==> src/rtl/pwm_sched_if.sv <==
// Signal bundle between the coefficient-multiply sequencer and its surroundings:
// job control, operand RAM read port, multiplier operands/result and result RAM write port.
interface pwm_sched_if #(
    parameter int AW = 8
);
    logic          start;
    logic          mode;
    logic [11:0]   k_const;
    logic          busy;
    logic          done;
    logic          rd_en;
    logic [AW-1:0] rd_addr;
    logic [11:0]   a_rdata;
    logic [11:0]   b_rdata;
    logic [11:0]   mul_in1;
    logic [11:0]   mul_in2;
    logic [11:0]   mul_res;
    logic          wr_en;
    logic [AW-1:0] wr_addr;
    logic [11:0]   wr_data;

    modport master (
        input  start, mode, k_const, a_rdata, b_rdata, mul_res,
        output busy, done, rd_en, rd_addr, mul_in1, mul_in2, wr_en, wr_addr, wr_data
    );

    modport slave (
        output start, mode, k_const, a_rdata, b_rdata, mul_res,
        input  busy, done, rd_en, rd_addr, mul_in1, mul_in2, wr_en, wr_addr, wr_data
    );
endinterface

==> src/rtl/pwm_sched.sv <==
// Streams N coefficient pairs from the operand RAMs through the shared modular
// multiplier and writes the N products to the result RAM (pointwise or scalar mode).
module pwm_sched #(
    parameter int N        = 256,
    parameter int AW       = 8,
    parameter int RD_LAT   = 1,
    parameter int MULT_LAT = 3
) (
    input  logic        clk,
    input  logic        rst,
    pwm_sched_if.master bus
);
    localparam int D = RD_LAT + MULT_LAT;

    typedef enum logic [1:0] {IDLE, ISSUE, DRAIN, FIN} state_t;

    state_t        r_state;
    state_t        w_nextState;
    logic          r_mode;
    logic [11:0]   r_k;
    logic [AW-1:0] r_rdAddr;
    logic [D-1:0]  r_vPipe;
    logic [AW-1:0] r_aPipe [D];

    logic          w_rdEn;
    logic          w_load;
    logic          w_opValid;
    logic          w_wrEn;
    logic [AW-1:0] w_wrAddr;

    assign w_opValid = r_vPipe[RD_LAT-1];
    assign w_wrEn    = r_vPipe[D-1];
    assign w_wrAddr  = r_aPipe[D-1];

    // A start in the done cycle chains straight into the next job.
    always_comb begin
        w_nextState = r_state;
        w_rdEn      = 1'b0;
        w_load      = 1'b0;
        case (r_state)
            IDLE: begin
                if (bus.start) begin
                    w_load      = 1'b1;
                    w_nextState = ISSUE;
                end
            end
            ISSUE: begin
                w_rdEn = 1'b1;
                if (r_rdAddr == AW'(N - 1)) begin
                    w_nextState = DRAIN;
                end
            end
            DRAIN: begin
                if (w_wrEn && (w_wrAddr == AW'(N - 1))) begin
                    w_nextState = FIN;
                end
            end
            FIN: begin
                if (bus.start) begin
                    w_load      = 1'b1;
                    w_nextState = ISSUE;
                end else begin
                    w_nextState = IDLE;
                end
            end
            default: w_nextState = IDLE;
        endcase
    end

    always_ff @(posedge clk or posedge rst) begin
        if (rst) begin
            r_state  <= IDLE;
            r_mode   <= 1'b0;
            r_k      <= '0;
            r_rdAddr <= '0;
        end else begin
            r_state <= w_nextState;
            if (w_load) begin
                r_mode <= bus.mode;
                r_k    <= bus.k_const;
            end
            if (w_rdEn) begin
                r_rdAddr <= (r_rdAddr == AW'(N - 1)) ? '0 : r_rdAddr + 1'b1;
            end
        end
    end

    // Address stages only advance behind a valid bit, so the tail keeps the last written address.
    always_ff @(posedge clk or posedge rst) begin
        if (rst) begin
            r_vPipe <= '0;
            for (int k = 0; k < D; k++) begin
                r_aPipe[k] <= '0;
            end
        end else begin
            r_vPipe[0] <= w_rdEn;
            if (w_rdEn) begin
                r_aPipe[0] <= r_rdAddr;
            end
            for (int k = 1; k < D; k++) begin
                r_vPipe[k] <= r_vPipe[k-1];
                if (r_vPipe[k-1]) begin
                    r_aPipe[k] <= r_aPipe[k-1];
                end
            end
        end
    end

    assign bus.busy    = (r_state == ISSUE) || (r_state == DRAIN);
    assign bus.done    = (r_state == FIN);
    assign bus.rd_en   = w_rdEn;
    assign bus.rd_addr = r_rdAddr;
    assign bus.mul_in1 = w_opValid ? bus.a_rdata : 12'd0;
    assign bus.mul_in2 = w_opValid ? (r_mode ? r_k : bus.b_rdata) : 12'd0;
    assign bus.wr_en   = w_wrEn;
    assign bus.wr_addr = w_wrAddr;
    assign bus.wr_data = w_wrEn ? bus.mul_res : 12'd0;
endmodule
==> src/flat_wrapper.sv <==
// flat-port wrapper written by rule: the top's interface ports become plain ports
module pwm_sched_flat 
#(
    parameter int N        = 256,
    parameter int AW       = 8,
    parameter int RD_LAT   = 1,
    parameter int MULT_LAT = 3
)
  (clk, rst, bus_start, bus_mode, bus_k_const, bus_a_rdata, bus_b_rdata, bus_mul_res, bus_busy, bus_done, bus_rd_en, bus_rd_addr, bus_mul_in1, bus_mul_in2, bus_wr_en, bus_wr_addr, bus_wr_data);
  pwm_sched_if #(.AW(AW)) bus_i ();
  input  logic clk;
  input  logic rst;
  input wire logic [$bits(bus_i.start)-1:0] bus_start;
  input wire logic [$bits(bus_i.mode)-1:0] bus_mode;
  input wire logic [$bits(bus_i.k_const)-1:0] bus_k_const;
  input wire logic [$bits(bus_i.a_rdata)-1:0] bus_a_rdata;
  input wire logic [$bits(bus_i.b_rdata)-1:0] bus_b_rdata;
  input wire logic [$bits(bus_i.mul_res)-1:0] bus_mul_res;
  output wire logic [$bits(bus_i.busy)-1:0] bus_busy;
  output wire logic [$bits(bus_i.done)-1:0] bus_done;
  output wire logic [$bits(bus_i.rd_en)-1:0] bus_rd_en;
  output wire logic [$bits(bus_i.rd_addr)-1:0] bus_rd_addr;
  output wire logic [$bits(bus_i.mul_in1)-1:0] bus_mul_in1;
  output wire logic [$bits(bus_i.mul_in2)-1:0] bus_mul_in2;
  output wire logic [$bits(bus_i.wr_en)-1:0] bus_wr_en;
  output wire logic [$bits(bus_i.wr_addr)-1:0] bus_wr_addr;
  output wire logic [$bits(bus_i.wr_data)-1:0] bus_wr_data;
  assign bus_i.start = bus_start;
  assign bus_i.mode = bus_mode;
  assign bus_i.k_const = bus_k_const;
  assign bus_i.a_rdata = bus_a_rdata;
  assign bus_i.b_rdata = bus_b_rdata;
  assign bus_i.mul_res = bus_mul_res;
  assign bus_busy = bus_i.busy;
  assign bus_done = bus_i.done;
  assign bus_rd_en = bus_i.rd_en;
  assign bus_rd_addr = bus_i.rd_addr;
  assign bus_mul_in1 = bus_i.mul_in1;
  assign bus_mul_in2 = bus_i.mul_in2;
  assign bus_wr_en = bus_i.wr_en;
  assign bus_wr_addr = bus_i.wr_addr;
  assign bus_wr_data = bus_i.wr_data;
  pwm_sched #(.N(N), .AW(AW), .RD_LAT(RD_LAT), .MULT_LAT(MULT_LAT)) u_core (.clk(clk), .rst(rst), .bus(bus_i));
endmodule
==> config.mk <==
export PLATFORM = sky130hd
export DESIGN_NAME = pwm_sched_flat
export DESIGN_NICKNAME = d
export VERILOG_FILES = /design/src/rtl/pwm_sched_if.sv /design/src/rtl/pwm_sched.sv /design/src/flat_wrapper.sv
export SDC_FILE = /design/constraint.sdc
export NUM_CORES = 1
export LEC_CHECK = 0
export CAP_MARGIN = 20
export CORE_MARGIN = 4
export CORE_UTILIZATION = 47
export DETAILED_ROUTE_END_ITERATION = 8
export GPL_ROUTABILITY_DRIVEN = 0
export GPL_TIMING_DRIVEN = 0
export PLACE_DENSITY = 0.85
export SLEW_MARGIN = 10
export SYNTH_ARGS = -nofsm -noshare
export SYNTH_HDL_FRONTEND = slang
export SYNTH_SLANG_ARGS = --single-unit
==> constraint.sdc <==
create_clock -name clk -period 2.4 [get_ports clk]
set_input_delay 0.24 -clock clk [delete_from_list [all_inputs] [get_ports clk]]
set_output_delay 0.24 -clock clk [all_outputs]
set_load 0.01 [all_outputs]
* Word level (Yosys, flattened, before mapping) *
Index checks and enable logic that the tools add are counted.

storage, ports and cells
  bits in registers = 59
  bits in latches = 0
  RAM bits = 0
  bits in read-only memories = 0
  input bits = 52
  output and inout bits = 56
  memories kept = 0

operators by class
  $add $sub $neg = 1
  multipliers = 0
  divide/modulo/power cells = 0
  $lt $le $gt $ge = 0
  equality and inequality tests = 8
  shifts and indexed selects = 0
  multiplexer cells = 13
  bitwise gates (word level) = 0
  reductions and logical operators = 5

operators by type and width
  kind                 count
  $mux 12              4
  $eq 8x8->1 const B   2
  $add 8x1->8 const B  1
  $mux 8               1
  $pmux 2 s4           1
  $mux 2               3
  $eq 2x2->1 const B   2
  $mux 1               4
  $ne 2x1->1 const B   2
  $reduce_and 3->1     1
  $eq 2x1->1 const B   1
  $logic_not 2->1      1
  $ne 2x2->1 const B   1
  $reduce_or 2->1      1
  $logic_and 1x1->1    1
  $logic_or 1x1->1     1

* Logic depth before layout (Yosys ltp) *
Gate-level depths: netlist (run 1).

  word-level depth = 4
  mapped depth = 7

* Worst setup path before layout (run 1) *
Ideal clock, no wire load.

  path kind = reg-to-reg
  from = register u_core.r_state[0]
  to = register u_core.r_k[0]
  arrival time = 1.586 ns
  required time = 2.275 ns
  slack = 0.690 ns
  stages on the path, launching flop included = 6
  path through = dfrtp_1 inv_1 ha_1 nor2b_1 buf_4 mux2_2

between the ends
  longest elaborated chain between the ends = 3
  elaborated cells on any way between the ends = 4
  classes of those cells = eq/ne: 1; mux: 1; reduce/logical: 2

RTL lines
  what                                                  line             source
  start: declaration                                    pwm_sched.sv:17  state_t r_state;
  start signal: assignment                              pwm_sched.sv:77  r_state <= w_nextState;
  $eq 2x2->1 / $logic_not 2->1 (equally long branches)  pwm_sched.sv:40  case (r_state)
  $reduce_or 2->1 (no source line) (*)                  --
  $mux 1 (*)                                            --
  end signal: assignment                                pwm_sched.sv:80  r_k <= bus.k_const;
  end: declaration                                      pwm_sched.sv:20  logic [11:0] r_k;

Mark *: on every way between the ends. The rest lies on a longest branch, timed or not.
A chain may end at the register's enable or synchronous reset.

* Worst setup path after layout (run 1) *
  from = register u_core.r_vPipe[0]
  to = output port bus_mul_in2[0]

between the ends
  longest elaborated chain between the ends = 1

RTL lines
  what                              line                source
  start: declaration                pwm_sched.sv:22     logic [D-1:0] r_vPipe;
  start signal: assignment          pwm_sched.sv:96     r_vPipe[0] <= w_rdEn;
  start signal: indexed assignment  pwm_sched.sv:101    r_vPipe[k] <= r_vPipe[k-1];
  $mux 12                           pwm_sched.sv:114    assign bus.mul_in2 = w_opValid ? (r_mode ? r_k : bus.b_rdata) : 12'd0;
  end: declaration                  flat_wrapper.sv:24  output wire logic [$bits(bus_i.mul_in2)-1:0] bus_mul_in2;

Every way passes these cells.

==> results of run 1 <==
cell families after synthesis:
logic type,share of synthesized area
multiplexers,0.232
AO/OA/AOI/OAI,0.0370
adder cells (fa/ha/maj),0.0223
XOR/XNOR,0.00936
AND/OR/NAND/NOR,0.127
flip-flops,0.526
buffers and inverters,0.0455
cells in the mapped netlist (2+ instances only):
| cell | instances | area share |
|---|---|---|
| mux2i_1 | 13 | 0.046 |
| buf_2 | 3 | 0.0053 |
| a21oi_1 | 3 | 0.0053 |
| and3_2 | 2 | 0.0053 |
| clkbuf_1 | 7 | 0.0094 |
| buf_4 | 9 | 0.024 |
| ha_1 | 5 | 0.022 |
| mux2_2 | 45 | 0.18 |
| inv_1 | 5 | 0.0067 |
| nor2b_1 | 14 | 0.031 |
| o21ai_0 | 5 | 0.0089 |
| and2_1 | 26 | 0.058 |
| nand2_1 | 4 | 0.0053 |
| xnor2_1 | 3 | 0.0094 |
| nand3_1 | 3 | 0.0053 |
| nand4_1 | 4 | 0.0089 |
| dfrtp_1 | 59 | 0.53 |
through the flow:
step | util | worst slack (ps) | std cells
2_1_floorplan | - | 690 | 222
3_3_place_gp | 0.703 | -268 | 401
3_5_place_dp | 0.707 | 460 | 402
4_1_cts | 0.742 | 126 | 416
5_1_grt | 0.742 | 25.2 | 416
6_report | 0.742 | 142 | 416
power by group through the flow:
stage / Combinational (mW) / Sequential, mW / Clock (mW)
2_1_floorplan: 0.0852 / 1.03 / 0
3_3_place_gp: 0.244 / 1.03 / 0
3_5_place_dp: 0.254 / 1.03 / 0
4_1_cts: 0.255 / 1.01 / 0.924
5_1_grt: 0.270 / 1.01 / 0.974
6_report: 0.251 / 1.01 / 0.910
state kept, by name, summed over array words and instances, names as in the netlist:
signal	count
u_core.r_vPipe	4
u_core.r_aPipe	24
u_core.r_mode	1
u_core.r_state	2
u_core.r_k	12
u_core.bus.wr_addr	8
u_core.bus.rd_addr	8
critical path, cell delays in order, from the launching register on:
cell	delay, ps
dfrtp_1	470
clkbuf_1	470
nor2b_1	210
clkdlybuf4s50_1	540
routing by layer:
metal | vias to the layer above | GRT usage | wire length, um
li1 | 992 | - | -
met1 | 1011 | 0.240 | 2930
met2 | 64 | 0.301 | 3100
met3 | 9 | 0.0388 | 331
met4 | 0 | 0.0633 | 79
met5 | - | 0 | 0
final cells by class:
cell class              instances  area share
well taps                      72      0.0215
multi-input cells             139       0.287
clock inverters                 2     0.00837
plain buffers                  19      0.0260
repair buffers                108       0.261
clock buffers                  12      0.0394
inverters                       5     0.00448
flip-flops and latches         59       0.353
final timing paths:
path / endpoint / from / slack (ps) / cells after the start
min in group clk: u_core.r_vPipe[2]$_DFF_PP0_ / u_core.r_vPipe[1]$_DFF_PP0_ / 370 / 0
max in group asynchronous: u_core.r_aPipe[29]$_DFFE_PP0N_ / rst / 1580 / 3
worst max-delay path: bus_mul_in2[0] / u_core.r_vPipe[0]$_DFF_PP0_ / 140 / 3
worst min register to register: u_core.r_vPipe[2]$_DFF_PP0_ / u_core.r_vPipe[1]$_DFF_PP0_ / 370 / 0
worst max register to register: u_core.r_mode$_DFFE_PP0P_ / u_core.r_state[0]$_DFFE_PP0P_ / 490 / 5
worst min-delay path: u_core.bus.wr_addr[4]$_DFFE_PP0P_ / rst / 260 / 2
==> summary.txt, run 1 <==
Status
  • Status: finished clean

Route
  • DRC Markers: 0
  • 1st-pass router iterations: 4
  • DR vias: 2076
  • Initial DRC count: between 70 and 80
  • Routed WL per cell: roughly 15 um
  • Final WL: roughly 6400 um
  • ANT nets after route: 0
  • Vias per Instance: roughly 5

Clock tree
  • Total CTS buffers: 9
  • Clock tree from TritonCTS: done
  • Clock Latency Late Sink: 330 ps
  • CTS Buffer Depth: 2
  • Post-CTS Resized: 0
  • Post-CTS Hold Buffers: 0
  • CTS H-Tree Depth: 3
  • Clk sinks: 59
  • Clock root buffer: clkbuf_8
  • Setup Buffers After CTS: 0
  • Reg clk slew, reported paths: 60 ps

Global route
  • Vias in the first global route: 2153
  • Pin count of the biggest net entering global routing: 39
  • First-pass GRT wire length: 10500 um
  • All-Layer GR Usage: 0.183
  • Grt total ovfl: 0
  • Initial antenna violation count: 0

Layout
  • Most frequent cells in the layout: 107 x clkdlybuf4s50_1, 59 x dfrtp_1, 45 x mux2_2
  • # fillers: 393
  • Commonest non-fill, non-tap cell in the layout: clkdlybuf4s50_1
  • Finished Cell Area: about 0.0042 sq mm
  • Layout Nets: just under 400
  • N_diodes: 0
  • Footprint of the multi-input gates: approximately 0.0012 sq mm
  • Share of cells above drive strength 1: 0.235
  • Register cell area after layout: between 0.001 and 0.0015 sq mm
  • Area delta synth->final: 49.2%

Min path
  • Hold Path Class: input port to async pin

Power and ir drop
  • VDD IR max: about 520 uV
  • Switching Power: roughly 0.45 mW
  • Pint: around 1.7 mW
  • Clock share of power: 0.419
  • Pwr Density: approximately 520 mW/mm^2
  • Static Leakage: between 1.5 and 2 nW
  • Comb power frac: 0.115
  • Sw Ratio: 0.206
  • Sequential power share: 0.466
  • Overall power: 2.17 mW

STA
  • Setup TNS Final: 0 ps
  • Worst-margin pin slew: between 500 and 600 ps
  • Hold Slack: around 260 ps
  • Final hold violations: 0
  • RSZ-0062 raised after global routing: no
  • Slew Limit Fails: 0
  • Achievable Freq: between 400 and 500 MHz
  • Skew final: just under 4 ps
  • Minimum clock period: between 2000 and 2500 ps
  • Headroom to the max-slew limit: 0.638
  • Final setup viols: 0
  • Final worst path period share: 0.941

Synth
  • YS warnings: 0
  • Mapped Cells: 222
  • Syn Area/Cell: roughly 13 sq um
  • Synthesized cell area: 0.00281 sq mm
  • Async set-reset flop share out of synthesis: 1.00
  • Seq cells post-synth: approximately 60
  • Netlist cell types: 29
  • Post-synthesis sequential area ratio: 0.526
  • Syn nets: 279
  • Post-synth EDFFs: 0
  • Top_reg_cell synth: dfrtp_1

Floorplanning
  • Die Wd: around 85 um
  • Starting density of the core: 0.497
  • IO Pins: around 110
  • Die height: about 85 um
  • Core area: around 0.0056 sq mm
  • Die area: between 0.007 and 0.008 sq mm
  • Cell Rows: 27

Worst setup path
  • Crit path capture type: primary output
  • Critical path class: register to primary output
  • WP data required: ~2200 ps
  • Worst path arrival time: a little over 2000 ps
  • CP startpoint kind: register
  • Critical Path Fanout Max: 10

Flow run
  • Max-cap violations: 0

Placed design
  • I/O Buffers: about 110
  • Cell Area, Placed: between 0.003 and 0.004 sq mm
  • DPL Wire Length: 5030 um
Note: power is estimated with default switching activity, not from simulation.
==> inputs of run 2 (changes only) <==
--- a/config.mk
+++ b/config.mk
@@ -11,7 +11,7 @@
 export DETAILED_ROUTE_END_ITERATION = 8
 export GPL_ROUTABILITY_DRIVEN = 0
 export GPL_TIMING_DRIVEN = 0
-export PLACE_DENSITY = 0.85
+export PLACE_DENSITY = 0.82
 export SLEW_MARGIN = 10
 export SYNTH_ARGS = -nofsm -noshare
 export SYNTH_HDL_FRONTEND = slang
==> summary.txt, run 2 (same netlist as run 1, synthesis figures left out) <==
Floorplanning
  • Starting density of the core: 0.497 (unchanged)
  • Die height: 85.3 um (unchanged)
  • Core area: 0.00564 sq mm (unchanged)
  • Die Wd: 85.3 um (unchanged)
  • Die area: 0.00727 sq mm (unchanged)
  • IO Pins: 108 (unchanged)
  • Cell Rows: 27 (unchanged)

Route
  • Uppermost routed layer: met4
  • 1st-pass router iterations: 4 (unchanged)
  • WL met2: 3100 um (about the same)
  • Routed WL per cell: 15.6 um (+0.92%)
  • ANT nets after route: 0 (unchanged)
  • Met3 routed wirelength: 396 um (+20%)
  • DR vias: 2053 (-1.1%)
  • Metal-1 WL: 2890 um (-1.1%)
  • Initial DRC count: 38 (-51%)
  • Final WL: 6490 um (+0.92%)
  • Vias per Instance: 4.94 (-1.1%)
  • DRC Markers: 0 (unchanged)

Clock tree
  • CTS Buffer Depth: 2 (unchanged)
  • Reg clk slew, reported paths: 60 ps (about the same)
  • Clock root buffer: clkbuf_8
  • Post-CTS Resized: 0 (unchanged)
  • Setup Buffers After CTS: 0 (unchanged)
  • Clock Latency Late Sink: 330 ps (about the same)
  • Post-CTS Hold Buffers: 0 (unchanged)
  • CTS H-Tree Depth: 3 (unchanged)
  • Clock tree from TritonCTS: done
  • Clk sinks: 59 (unchanged)
  • Total CTS buffers: 9 (unchanged)

Placed design
  • I/O Buffers: 107 (unchanged)
  • Pre-CTS setup slack: 441 ps (-19.2 ps)
  • DPL Wire Length: 4940 um (-1.8%)
  • Cell Area, Placed: 0.00399 sq mm (unchanged)

Power and ir drop
  • Clock share of power: 0.400 (-0.019)
  • Pwr Density: 504 mW/mm^2 (-2.8%)
  • Pint: 1.67 mW (-3.4%)
  • Sw Ratio: 0.208 (+0.00171)
  • VDD IR max: 375 uV (-28%)
  • Comb power frac: 0.119 (+0.004)
  • Static Leakage: 1.75 nW (-0.39%)
  • Sequential power share: 0.481 (+0.015)
  • Switching Power: 0.437 mW (-2.4%)

STA
  • Slew Limit Fails: 0 (unchanged)
  • Skew final: 5.91 ps (+1.96 ps)
  • Worst-margin pin slew: 511 ps (-32.4 ps)
  • RSZ-0062 raised after global routing: no
  • Fin worst setup slack: 172 ps (+30.4 ps)
  • Final hold violations: 0 (unchanged)
  • Final setup viols: 0 (unchanged)
  • Minimum clock period: 2230 ps (-30.4 ps)
  • Achievable Freq: 449 MHz (+1.4%)
  • Hold Slack: 279 ps (+13.9 ps)
  • Final worst path period share: 0.928 (-0.0127)
  • Headroom to the max-slew limit: 0.659 (+0.0211)

Worst setup path
  • Worst path arrival time: 1990 ps (-30 ps)
  • Levels on crit path: 5 (+2)
  • Reg2reg setup slack: 490 ps (about the same)
  • Worst R2R End: u_core.r_k[10]$_DFFE_PP0P_
  • Crit-path leading delay family: buffers and inverters
  • WP data required: 2160 ps (about the same)
  • Worst reg2reg path depth: 5 (unchanged)
  • CP bufs+invs: 3 (+1)
  • Crit-path slowest cell: clkdlybuf4s50_1
  • Critical Path Fanout Max: 10 (unchanged)
  • Critical path class: register to primary output
  • CP cell instances: clkbuf_1 -> clkbuf_4 -> mux2i_1 -> nor2b_1 -> clkdlybuf4s50_1
  • Worst R2R Start: u_core.r_state[0]$_DFFE_PP0P_
  • CP max stage delay: 570 ps (+30 ps)
  • CP startpoint kind: register
  • Worst setup path end: bus_mul_in2[8]
  • Crit path launch: u_core.r_mode$_DFFE_PP0P_
  • Crit path capture type: primary output

Layout
  • Commonest non-fill, non-tap cell in the layout: clkdlybuf4s50_1
  • Number of flip-flops in the largest register: 24 (unchanged)
  • Layout Nets: 398 (unchanged)
  • Area delta synth->final: 48.7%
  • N_diodes: 0 (unchanged)
  • Finished Cell Area: 0.00417 sq mm (-0.36%)
  • Top reg by flops: u_core.r_aPipe
  • Top Registers: u_core.r_aPipe: 24 flops, u_core.r_k: 12 flops
  • Most frequent cells in the layout: 107 x clkdlybuf4s50_1, 59 x dfrtp_1, 45 x mux2_2
  • # fillers: 394 (+0.25%)
  • Share of cells above drive strength 1: 0.235 (unchanged)

Global route
  • All-Layer GR Usage: 0.179 (-0.00379)
  • Vias in the first global route: 2114 (-1.8%)
  • Grt total ovfl: 0 (unchanged)
  • Pin count of the biggest net entering global routing: 37 (-5.1%)
  • First-pass GRT wire length: 10300 um (-2.2%)
  • Initial antenna violation count: 0 (unchanged)

Flow run
  • Max-cap violations: 0 (unchanged)

Min path
  • Hold Path Class: input port to async pin

Status
  • Status: finished clean
-- run 2: changes by cell type in the layout (fill, tap and decap cells not counted), sizes merged --
| cell | before | now |
|---|---|---|
| buf | 13 | 12 |
| clkinv | 1 | 2 |
-- run 2: per-layer routing --
layer  vias to the layer above  track usage
li1                        991            -
met1                       977        0.227
met2                        74        0.293
met3                        11       0.0466
met4                         0       0.0719
met5                         -            0
-- run 2: worst min path at each step --
stage,start,to,slack (ps),cells after the start
after global routing,rst,u_core.r_k[0]$_DFFE_PP0P_,320,2
after floorplan,u_core.r_vPipe[1]$_DFF_PP0_,u_core.r_vPipe[2]$_DFF_PP0_,350,0
after detailed placement,u_core.r_vPipe[1]$_DFF_PP0_,u_core.r_vPipe[2]$_DFF_PP0_,360,0
after global placement,u_core.r_vPipe[1]$_DFF_PP0_,u_core.r_vPipe[2]$_DFF_PP0_,360,0
after CTS,rst,u_core.r_k[0]$_DFFE_PP0P_,290,2
final,rst,u_core.r_k[0]$_DFFE_PP0P_,280,2
-- run 2: final cells by class --
| type | count | area [sq um] | share of cell area |
|---|---|---|---|
| flip-flops and latches | 59 | 1480 | 0.354 |
| plain buffers | 19 | 113 | 0.0270 |
| inverters | 5 | 18.8 | 0.00450 |
| repair buffers | 108 | 1090 | 0.261 |
| well taps | 72 | 90.1 | 0.0216 |
| multi-input cells | 139 | 1200 | 0.288 |
| clock inverters | 3 | 40.0 | 0.00960 |
| clock buffers | 11 | 141 | 0.0339 |
-- run 2: power groups by stage --
stage / Clock (mW) / Combinational [mW] / Sequential (mW)
5_1_grt: 0.901 / 0.269 / 1.01
4_1_cts: 0.864 / 0.255 / 1.01
2_1_floorplan: 0 / 0.0852 / 1.03
3_3_place_gp: 0 / 0.243 / 1.03
6_report: 0.840 / 0.251 / 1.01
3_5_place_dp: 0 / 0.252 / 1.03
-- run 2: per-stage QoR --
stage	power [mW]	setup TNS [ps]	instances	util
CTS	2.13	0	416	0.739
detailed placement	1.28	0	402	0.707
floorplan	1.11	0	222	-
finish	2.10	0	416	0.740
global placement	1.27	-16540	401	0.703
global route	2.18	0	416	0.740
==> inputs of run 3 (changes only) <==
==> constraint.sdc (replaced) <==
create_clock -name clk -period 2.6 [get_ports clk]
set_input_delay 0.26 -clock clk [delete_from_list [all_inputs] [get_ports clk]]
set_output_delay 0.26 -clock clk [all_outputs]
set_load 0.01 [all_outputs]
==> summary.txt, run 3 (same netlist as run 1, synthesis figures left out) <==
Layout
  • Most frequent cells in the layout: 107 x clkdlybuf4s50_1, 59 x dfrtp_1, 45 x mux2_2
  • Layout Nets: 398 (unchanged)
  • Top reg by flops: u_core.r_aPipe
  • Commonest non-fill, non-tap cell in the layout: clkdlybuf4s50_1
  • Number of flip-flops in the largest register: 24 (unchanged)
  • N_diodes: 0 (unchanged)
  • Top Registers: u_core.r_aPipe: 24 flops, u_core.r_k: 12 flops
  • Share of cells above drive strength 1: 0.233 (-0.00291)
  • Post-Route Utilization: 0.739 (about the same)
  • Fin cells: 416 (unchanged)
  • Area delta synth->final: 48.6% (about the same)
  • Finished Cell Area: 0.00417 sq mm (about the same)

Global route
  • Pin count of the biggest net entering global routing: 37 (unchanged)
  • Vias in the first global route: 2114 (unchanged)
  • Initial antenna violation count: 0 (unchanged)
  • Grt total ovfl: 0 (unchanged)
  • First-pass GRT wire length: 10300 um (unchanged)
  • All-Layer GR Usage: 0.179 (unchanged)

STA
  • Skew final: 6.00 ps (+0.0919 ps)
  • Worst-margin pin slew: 529 ps (+18.5 ps)
  • Hold Slack: 299 ps (+20.1 ps)
  • Final hold violations: 0 (unchanged)
  • Achievable Freq: 428 MHz
  • RSZ-0062 raised after global routing: no
  • Final worst path period share: 0.898
  • Final setup viols: 0 (unchanged)
  • Headroom to the max-slew limit: 0.647 (-0.0119)
  • Minimum clock period: roughly 2300 ps
  • Slew Limit Fails: 0 (unchanged)

Clock tree
  • Total CTS buffers: 9 (unchanged)
  • Reg clk slew, reported paths: 60 ps (about the same)
  • Clk sinks: 59 (unchanged)
  • Clock Latency Late Sink: 330 ps (about the same)
  • Clock root buffer: clkbuf_8
  • Clock tree from TritonCTS: done
  • CTS H-Tree Depth: 3 (unchanged)
  • Post-CTS Hold Buffers: 0 (unchanged)
  • CTS Buffer Depth: 2 (unchanged)
  • Post-CTS Resized: 0 (unchanged)
  • Setup Buffers After CTS: 0 (unchanged)

Floorplanning
  • Die height: 85.3 um (unchanged)
  • Starting density of the core: 0.497 (unchanged)
  • IO Pins: 108 (unchanged)
  • Die area: 0.00727 sq mm (unchanged)
  • Cell Rows: 27 (unchanged)
  • Die Wd: 85.3 um (unchanged)
  • Core area: 0.00564 sq mm (unchanged)

Route
  • ANT nets after route: 0 (unchanged)
  • Routed WL per cell: 15.7 um (+0.54%)
  • 1st-pass router iterations: 4 (unchanged)
  • Final WL: 6530 um (+0.54%)
  • DRC Markers: 0 (unchanged)
  • Initial DRC count: 48 (+26%)
  • DR vias: 2064 (+0.54%)
  • Vias per Instance: 4.96 (+0.54%)

Worst setup path
  • Worst R2R Start: u_core.r_state[0]$_DFFE_PP0P_
  • Crit path capture type: primary output
  • Critical Path Fanout Max: 10 (unchanged)
  • Worst path arrival time: 2070 ps (+80 ps)
  • Critical path class: register to primary output
  • CP startpoint kind: register
  • Worst R2R End: u_core.r_k[10]$_DFFE_PP0P_
  • WP data required: 2340 ps (+180 ps)
  • Reg2reg setup slack: 700 ps (+210 ps)
  • Worst reg2reg path depth: 5 (unchanged)

Min path
  • Hold Path Class: input port to async pin

Power and ir drop
  • Static Leakage: 1.75 nW (-0.14%)
  • Pwr Density: 466 mW/mm^2 (-7.6%)
  • Overall power: 1.94 mW (-7.7%)
  • VDD IR max: 349 uV (-7.1%)

Placed design
  • Placed cells: 402 (unchanged)
  • DPL Wire Length: 4940 um (unchanged)
  • I/O Buffers: 107 (unchanged)
  • Cell Area, Placed: 0.00399 sq mm (unchanged)

Status
  • Status: finished clean

Flow run
  • Max-cap violations: 0 (unchanged)
==> run 3: report_power, final <==
group / switching (mW) / internal (mW)
registers: 0.00529 / 0.929
clock network: 0.322 / 0.455
logic: 0.0771 / 0.154
total: 0.404 / 1.54
==> run 3: how the worst max path moves through the flow <==
stage / end / cells after the start / start / slack [ps]
2_1_floorplan: u_core.bus.rd_addr[0]$_DFFE_PP0N_ / 1 / rst / 880
3_3_place_gp: u_core.bus.rd_addr[6]$_DFFE_PP0N_ / 2 / rst / -100
3_5_place_dp: bus_mul_in2[11] / 3 / u_core.r_vPipe[0]$_DFF_PP0_ / 620
4_1_cts: bus_mul_in2[8] / 5 / u_core.r_mode$_DFFE_PP0P_ / 250
5_1_grt: bus_mul_in2[2] / 5 / u_core.r_mode$_DFFE_PP0P_ / 160
6_report: bus_mul_in2[11] / 3 / u_core.r_vPipe[0]$_DFF_PP0_ / 270
==> run 3: layout make-up <==
cell class / count / area (sq um)
repair buffers: 108 / 1090
plain buffers: 19 / 109
flip-flops and latches: 59 / 1480
clock buffers: 11 / 141
well taps: 72 / 90.1
inverters: 5 / 18.8
clock inverters: 3 / 40.0
multi-input cells: 139 / 1200
fillers: 394 / 1470
==> run 3: routing by layer <==
| layer | wire length, um | track usage |
|---|---|---|
| met5 | 0 | 0 |
| met4 | 61 | 0.0719 |
| met3 | 393 | 0.0466 |
| met2 | 3170 | 0.293 |
| met1 | 2910 | 0.227 |
==> run 3: critical path, cell delays in order (launching register included) <==
cell and delay, ps:
dfrtp_1 510, clkbuf_1 460, nor2b_1 210, clkdlybuf4s50_1 570
==> run 3: per-stage QoR <==
stage / setup TNS (ps) / setup slack (ps)
after floorplan: 0 / 884
after global placement: -5920 / -103
after detailed placement: 0 / 621
after CTS: 0 / 255
after global routing: 0 / 165
final: 0 / 266
